==> src/rtl/addr_byte_exec.sv <==
// rtl/addr_byte_exec.sv - I2C address-phase executor: START, address bits, R/W bit, ACK sample
//
// Ports:
//   clock, rst_n          system clock, synchronous active-low reset
//   exec_addr             level request; a rising edge starts one address phase
//   address_curr          slave address, index 0 = MSB, sent first
//   curr_wr_or_rd         1 = write (R/W bit 0), 0 = read (R/W bit 1)
//   proc_id_in            process id, latched at start
//   exec_addr_finish      one-cycle pulse at the end of the phase
//   slaver_ack_ok         result pulse: slave ACKed
//   slaver_nack           result pulse: NACK or timeout
//   ack_timeout           result pulse: timeout only
//   tras_cmd_vld/_ready   command handshake towards the bit tap
//   tras_cmd              START=1, CMD_1=2, CMD_0=3, ACK=5
//   tras_cmd_mid          constant MODULE_ID
//   tras_cmd_proc_id      proc id latched at start
//   ack_vld, ack_bit      sampled ACK from the tap (0 = ACK)
module addr_byte_exec #(
  parameter int ALEN      = 7,
  parameter int CSIZE     = 4,
  parameter int MODULE_ID = 0,
  parameter int ACK_TMO   = 1023
) (
  input  logic             clock,
  input  logic             rst_n,
  input  logic             exec_addr,
  input  logic [0:ALEN-1]  address_curr,
  input  logic             curr_wr_or_rd,
  input  logic [1:0]       proc_id_in,
  output logic             exec_addr_finish,
  output logic             slaver_ack_ok,
  output logic             slaver_nack,
  output logic             ack_timeout,
  output logic             tras_cmd_vld,
  output logic [CSIZE-1:0] tras_cmd,
  input  logic             tras_cmd_ready,
  output logic [3:0]       tras_cmd_mid,
  output logic [1:0]       tras_cmd_proc_id,
  input  logic             ack_vld,
  input  logic             ack_bit
);

  localparam logic [CSIZE-1:0] CMD_START = CSIZE'(1);
  localparam logic [CSIZE-1:0] CMD_1     = CSIZE'(2);
  localparam logic [CSIZE-1:0] CMD_0     = CSIZE'(3);
  localparam logic [CSIZE-1:0] CMD_ACK   = CSIZE'(5);

  localparam logic [2:0] S_IDLE     = 3'd0;
  localparam logic [2:0] S_START    = 3'd1;
  localparam logic [2:0] S_BITS     = 3'd2;
  localparam logic [2:0] S_ACK      = 3'd3;
  localparam logic [2:0] S_WAIT_ACK = 3'd4;
  localparam logic [2:0] S_FINISH   = 3'd5;
  localparam logic [2:0] S_HOLD     = 3'd6;

  localparam int BCW = $clog2(ALEN + 1);

  logic [2:0]     state;
  logic [ALEN:0]  shift;
  logic [BCW-1:0] bit_cnt;
  logic [15:0]    tmo_cnt;
  logic [15:0]    tmo_next;
  logic           tmo_hit;
  logic           exec_addr_q;
  logic           accept;

  assign tras_cmd_mid = 4'(MODULE_ID);
  assign accept       = tras_cmd_vld && tras_cmd_ready;
  assign tmo_next     = (tmo_cnt == 16'hFFFF) ? tmo_cnt : tmo_cnt + 16'd1;
  assign tmo_hit      = (tmo_next >= 16'(ACK_TMO));

  // Keeps sampling through reset so a request held high across reset
  // is not mistaken for a fresh rising edge after release.
  always_ff @(posedge clock) begin
    exec_addr_q <= exec_addr;
  end

  always_ff @(posedge clock) begin
    if (!rst_n) begin
      state            <= S_IDLE;
      shift            <= '0;
      bit_cnt          <= '0;
      tmo_cnt          <= '0;
      tras_cmd_vld     <= 1'b0;
      tras_cmd         <= '0;
      tras_cmd_proc_id <= '0;
      exec_addr_finish <= 1'b0;
      slaver_ack_ok    <= 1'b0;
      slaver_nack      <= 1'b0;
      ack_timeout      <= 1'b0;
    end else begin
      exec_addr_finish <= 1'b0;
      slaver_ack_ok    <= 1'b0;
      slaver_nack      <= 1'b0;
      ack_timeout      <= 1'b0;
      case (state)
        S_IDLE: begin
          if (exec_addr && !exec_addr_q) begin
            shift            <= {address_curr, ~curr_wr_or_rd};
            tras_cmd_proc_id <= proc_id_in;
            bit_cnt          <= '0;
            state            <= S_START;
          end
        end
        S_START: begin
          // First cycle raises START; on accept the first bit is loaded
          // in the same edge so commands run back-to-back.
          if (!tras_cmd_vld) begin
            tras_cmd_vld <= 1'b1;
            tras_cmd     <= CMD_START;
          end else if (tras_cmd_ready) begin
            tras_cmd <= shift[ALEN] ? CMD_1 : CMD_0;
            state    <= S_BITS;
          end
        end
        S_BITS: begin
          if (accept) begin
            shift   <= {shift[ALEN-1:0], 1'b0};
            bit_cnt <= bit_cnt + BCW'(1);
            if (bit_cnt == BCW'(ALEN)) begin
              tras_cmd <= CMD_ACK;
              state    <= S_ACK;
            end else begin
              tras_cmd <= shift[ALEN-1] ? CMD_1 : CMD_0;
            end
          end
        end
        S_ACK: begin
          if (accept) begin
            tras_cmd_vld <= 1'b0;
            tmo_cnt      <= '0;
            state        <= S_WAIT_ACK;
          end
        end
        S_WAIT_ACK: begin
          tmo_cnt <= tmo_next;
          // A sampled ACK takes priority over a timeout in the same cycle.
          if (ack_vld) begin
            exec_addr_finish <= 1'b1;
            slaver_ack_ok    <= ~ack_bit;
            slaver_nack      <= ack_bit;
            state            <= S_FINISH;
          end else if (tmo_hit) begin
            exec_addr_finish <= 1'b1;
            slaver_nack      <= 1'b1;
            ack_timeout      <= 1'b1;
            state            <= S_FINISH;
          end
        end
        S_FINISH: begin
          state <= S_HOLD;
        end
        S_HOLD: begin
          if (!exec_addr) state <= S_IDLE;
        end
        default: state <= S_IDLE;
      endcase
    end
  end

endmodule

==> config.mk <==
export PLATFORM = sky130hd
export DESIGN_NAME = addr_byte_exec
export DESIGN_NICKNAME = d
export VERILOG_FILES = /design/src/rtl/addr_byte_exec.sv
export SDC_FILE = /design/constraint.sdc
export NUM_CORES = 1
export LEC_CHECK = 0
export CAP_MARGIN = 20
export CORE_MARGIN = 2
export CORE_UTILIZATION = 50
export CTS_CLUSTER_DIAMETER = 30
export DETAILED_ROUTE_END_ITERATION = 8
export PLACE_DENSITY_LB_ADDON = 0.25
export SLEW_MARGIN = 5
export SYNTH_ARGS = -nofsm -noshare
export SYNTH_HDL_FRONTEND = slang
export SYNTH_SLANG_ARGS = --single-unit
==> constraint.sdc <==
create_clock -name clock -period 5.07 [get_ports clock]
set_clock_uncertainty 0.1 [all_clocks]
set_input_delay 1.014 -clock clock [delete_from_list [all_inputs] [get_ports clock]]
set_output_delay 1.014 -clock clock [all_outputs]
set_load 0.02 [all_outputs]
==> metrics, run 1 <==
outcome completed; Sequential Power Share 50.0%; Die Ht 73.4 um; fraction of layout instances using a drive strength above 1 9.60%; WP data required between 5000 and 6000 ps; CTS tree done; Syn Area/Cell 8.34 sq um; Post-synth EDFFs 0; grt total ovfl 0; clk sinks 41; area of the core roughly 4700 sq um; Ports 31; RSZ-0062 raised after global routing false; clock share of power 41.8%; static leakage slightly above 0.9 nW; sequential area share after synthesis 34.1%; design area 2710 sq um; Detailed Place HPWL between 3 and 4 mm; Worst R2R Setup Slack roughly 2400 ps; Iter 0 DRT Violations 179; count leader, synth dfxtp_1; Switch Pwr ~0.00016 W; hold path depth 2; Final min period 2690 ps; cell taking the most area after synthesis dfxtp_1; Synth Flop Type dfxtp_1; final hold slack 364 ps; global-route usage over all layers 20.4%; initial antenna violation count 0; min-delay src tras_cmd_proc_id[0]; DR WL/cell 14.4 um; dpl cell area 2570 sq um; Tcrit/Tclk final 53.1%; Min-Delay Endpoint tras_cmd_proc_id[0]; power share of the combinational group 8.2%; Async S/R FF share, synth 0%; Clock Pin Slew Worst Setup and Hold Paths 80 ps; DR vias 2133; global-route wire length before repair 8.64 mm; worst relative slew slack around 34%; Synth top cells by count 41 x dfxtp_1, 39 x nor2_1, 25 x a21oi_1, 20 x nand2_1, 11 x mux2i_1; vias in the first global route 1856; fin. max-slew vios 0; CTS resizes 0; Hold WC Path Type flip-flop to flip-flop; synthesized instance count 289; FP Rows 25; post-synthesis sequential element count roughly 40; Tightest Pin Transition 992 ps; FF-to-FF path depth 7; Post-Syn Area 2410 sq um; Worst VDD drop between 0.0001 and 0.00015 V; PortBufs 25; max_cap viols 0; Data arrival, critical path approximately 2800 ps; # Post-CTS Setup Buffers 0; Longest Clk Path Bufs 2; Worst setup SP type input port; FMAX 0.371 GHz; Setup CP Type input port to flip-flop; Final Hold Vio Count 0; DR vias/cell 5.99; Total Routed Length 5.14 mm; CP max FO 14; sw frac 23.3%; Yosys warnings 0; crit end category flip-flop; routability cong. 0.934; r2r startpoint tmo_cnt[0]; slowest stage delay, CP 490 ps; CTS Hold Bufs 0; antenna-violating nets left 0; Total Die Area 5390 sq um; Critical R2R Capture state[0]; Cell Pwr Density ~250 nW/um^2; final-stage net count 320; drc violations 0; CTS H-Tree Depth 2; post-synthesis cell type count 60; Worst-Skew Late Latency 300 ps; largest net degree at the start of global routing 34; Initial Util 51.4%; post-synth top area share 34.1%; P_int roughly 0.00052 W; post-route setup TNS 0 ps; critical-path cell list clkdlybuf4s50_1, nand2b_1, nor4_1, or2_1, nor2_1, a211oi_1; Slowest-stage cell, CP clkdlybuf4s50_1; clock tree root buffer cell clkbuf_8; CTS buffer count 5; # setup viols final 0; Die Width about 73 um; diode count 0; top post-synthesis cells by area dfxtp_1 34%, nor2_1 6.1%, a21oi_1 5.2%; Pre-Repair DR Iteration Count 4; P&R area growth vs syn 12.6%; power after layout 0.000674 W
==> how the worst max path moves through the flow <==
stage               endpoint  startpoint  slack [ps]  depth (start not counted)
floorplan           shift[4]   exec_addr        2740                          7
global placement    shift[3]   exec_addr        2120                          6
detailed placement  shift[2]   exec_addr        2040                          6
CTS                 shift[1]   exec_addr        2350                          6
global route        shift[4]    state[1]        2070                          5
finish              shift[1]   exec_addr        2380                          6
==> state kept, by name, summed over array words and instances, names as in the netlist <==
name and count:
ack_timeout 1, shift 8, bit_cnt 3, tras_cmd_vld 1, state 3, exec_addr_finish 1
slaver_nack 1, tmo_cnt 16, tras_cmd 3, slaver_ack_ok 1, tras_cmd_proc_id 2, exec_addr_q 1
==> cell families after synthesis <==
family	after synthesis	synth area share, %
other	1	0.156
adder cells (fa/ha/maj)	3	1.56
AO/OA/AOI/OAI	81	22.4
buffers and inverters	30	8.10
AND/OR/NAND/NOR	118	27.5
multiplexers	13	5.50
flip-flops	41	34.1
XOR/XNOR	2	0.727
==> power groups by stage <==
stage	logic, W	clock network [W]	registers [W]
6_report	0.0000554	0.000282	0.000337
4_1_cts	0.0000533	0.000289	0.000337
2_1_floorplan	0.0000351	0	0.000344
5_1_grt	0.0000619	0.000300	0.000339
3_5_place_dp	0.0000530	0	0.000345
3_3_place_gp	0.0000521	0	0.000344
==> area by class of cell <==
type	instances	area, sq um
clock buffers	6	82.6
repair buffers	26	278
inverters	5	18.8
well taps	54	67.6
multi-input cells	222	1410
fillers	415	1980
flip-flops and latches	41	821
clock inverters	2	37.5
==> per-layer routing <==
metal | global-route usage (%) | routed length [um]
met1 | 29.0 | 2480
met5 | 0 | 0
met3 | 4.94 | 319
met2 | 30.2 | 2280
met4 | 6.67 | 64
==> critical path, delay by kind of cell <==
| family | cells | cell delay, ps |
|---|---|---|
| and+or+nand+nor | 4 | 1060 |
| buffers and inverters | 1 | 490 |
| AOI/OAI and AO/OA | 1 | 230 |
==> placed cells by master, fill, tap and decap left out, types with 5 or more instances in the layout <==
cell              n
a211oi_1         10
a21oi_1          25
a22oi_1           7
a31oi_1           6
clkbuf_8          6
clkdlybuf4s50_1  25
conb_1            5
dfxtp_1          41
inv_1             5
mux2i_1          11
nand2_1          20
nand2b_1          7
nand3_1           5
nand3b_1          5
nand4_1           5
nor2_1           39
nor3_1            6
o21ai_0           9
==> metrics by stage <==
| stage | worst slack [ps] | util (%) | cells |
|---|---|---|---|
| floorplan | 2740 | - | 293 |
| global placement | 2120 | 54.7 | 347 |
| detailed placement | 2040 | 54.7 | 347 |
| CTS | 2350 | 57.3 | 355 |
| global route | 2070 | 57.8 | 356 |
| finish | 2380 | 57.8 | 356 |
Power figures use the tool's default switching activity.
==> inputs of run 2 (changes only) <==
Clock period 5.07 ns to 2.3 ns, I/O delays scaled along.
==> run 2 against run 1 <==
  * Utilization up 2.9 points
  * Highest routed layer unchanged
  * Register-to-register slack worse by 2300 ps
  * Critical endpoint is now state[0]
  * Critical path depth unchanged
==> metrics, run 2 (synthesis gave the netlist of run 1 again) <==
Ports 31 (unchanged); max_cap viols 0 (unchanged); # Post-CTS Setup Buffers 0 (unchanged); max layer used met4; static leakage 0.994 nW (+9.9%); CTS Hold Bufs 0 (unchanged); DR WL/cell 14.7 um (+1.6%); hold path depth 2 (unchanged); # setup viols final 0 (unchanged); Worst Path Buf+Inv 0 (-1); CTS resizes 0 (unchanged); Met2 Routed Length 2.34 mm (+2.5%); Detailed Place HPWL 3.94 mm (+11%); global-route usage over all layers 21.5% (+1.2 points); critical-path cell list nand3_4, nor4_2, mux2_1, a211oi_2, and3b_1, a31oi_1; met3 routed WL 289 um (-9.4%); Longest Clk Path Bufs 2 (unchanged); Slowest-stage cell, CP dfxtp_1; worst relative slew slack 65.2% (+32 points); FF-to-FF path depth 6 (-1); Non-Filler Instances 371 (+4.2%); WP data required 2390 ps (-2790 ps); Iter 0 DRT Violations 159 (-11%); max FFs per register 16 (unchanged); fin. max-slew vios 0 (unchanged); clock tree root buffer cell clkbuf_8; FP Rows 25 (unchanged); Die Width 73.4 um (unchanged); Top reg by flops tmo_cnt; DR vias/cell 5.90 (-1.5%); outcome completed; grt total ovfl 0 (unchanged); CTS buffer count 5 (unchanged); global-route wire length before repair 9.00 mm (+4.2%); cell total after placement 363 (+4.6%); critical path's top delay family simple AND/OR/NAND/NOR gates; Final Hold Vio Count 0 (unchanged); CTS tree done; P&R area growth vs syn 18.2%; drc violations 0 (unchanged); Worst-Skew Late Latency 300 ps (about the same); Clock Pin Slew Worst Setup and Hold Paths 80 ps (about the same); Tightest Pin Transition 518 ps (-474 ps); clk sinks 41 (unchanged); fraction of layout instances using a drive strength above 1 15.8% (+6.2 points); initial antenna violation count 0 (unchanged); Worst VDD drop 0.000281 V (+110%); area of the core 4690 sq um (unchanged); antenna-violating nets left 0 (unchanged); CP max FO 7 (-7); CTS H-Tree Depth 2 (unchanged); fin util 60.7% (+2.9 points); Die Ht 73.4 um (unchanged); crit end category flip-flop; most common cell after layout, fill and taps aside nor2_1; routability cong. 0.975 (+4.3%); Worst setup SP type flip-flop; Final min period 2160 ps; Total Die Area 5390 sq um (unchanged); Setup CP Type flip-flop to flip-flop; commonest non-fill, non-tap cells in the layout 39 x nor2_1, 37 x dfxtp_1, 25 x a21oi_1, 25 x clkdlybuf4s50_1, 20 x nand2_1; vias in the first global route 1834 (-1.2%); Tcrit/Tclk final a little over nine tenths; Data arrival, critical path 2250 ps (-550 ps); Top Registers tmo_cnt x16, shift x8; Pre-Repair DR Iteration Count 4 (unchanged); final-stage net count 335 (+4.7%); PortBufs 25 (unchanged); Metal-1 WL 2.75 mm (+11%); Total Routed Length 5.44 mm (+5.8%); Hold WC Path Type flip-flop to flip-flop; slowest stage delay, CP 470 ps (-20 ps); Cell Pwr Density 515 nW/um^2 (+110%); DR vias 2189 (+2.6%); diode count 0 (unchanged); CP Depth 6 (unchanged); FMAX between 0.4 and 0.5 GHz; largest net degree at the start of global routing 16 (-53%); power after layout 0.00147 W (+120%); Initial Util 51.4% (unchanged)
run 2: changes by cell type in the layout (fill, tap and decap cells not counted), sizes merged:
| cell | change |
|---|---|
| clkbuf | -1 |
| clkinv | +1 |
| buf | +15 |
run 2: path summary, 6_finish.rpt:
check,from,endpoint,slack [ps]
worst min-delay path,tras_cmd_proc_id[0],tras_cmd_proc_id[0],370
worst max-delay path,tmo_cnt[10],state[0],140
worst max register to register,tmo_cnt[10],state[0],140
worst min register to register,tras_cmd_proc_id[0],tras_cmd_proc_id[0],370
run 2: worst register-to-register path: stages (launching register included):
cell      delay [ps]
dfxtp_1          470
nand3_4          170
nor4_2           350
mux2_1           390
a211oi_2         240
and3b_1          240
a31oi_1           90
run 2: where the power goes:
part	leakage, nW	switching, W	internal [W]	total [W]
clock network	0.0543	0.000273	0.000325	0.000598
logic	0.605	0.0000630	0.0000630	0.000126
registers	0.335	0.0000160	0.000727	0.000743
total	0.994	0.000352	0.00111	0.00147
run 2: stage by stage:
step	hold WS, ps	setup slack (ps)	TNS (ps)	area, sq um
floorplan	354	25.3	0	2420
global placement	346	59.9	0	2700
detailed placement	357	-11.7	-11.7	2700
CTS	369	33.6	0	2810
global route	403	-11.2	-11.2	2850
finish	366	141	0	2850
run 2: cell type report:
| class | count | area (sq um) |
|---|---|---|
| Fill cell | 418 | 1840 |
| Multi-Input combinational cell | 222 | 1440 |
| Sequential cell | 41 | 826 |
| Timing Repair Buffer | 41 | 383 |
| Clock buffer | 5 | 68.8 |
| Tap cell | 54 | 67.6 |
| Clock inverter | 3 | 46.3 |
| Inverter | 5 | 18.8 |
run 2: per-layer routing:
| layer | up-vias | global-route usage [%] |
|---|---|---|
| met5 | - | 0 |
| met4 | 0 | 6.87 |
| met3 | 7 | 5.08 |
| met2 | 59 | 29.5 |
| met1 | 1017 | 32.9 |
| li1 | 1106 | - |
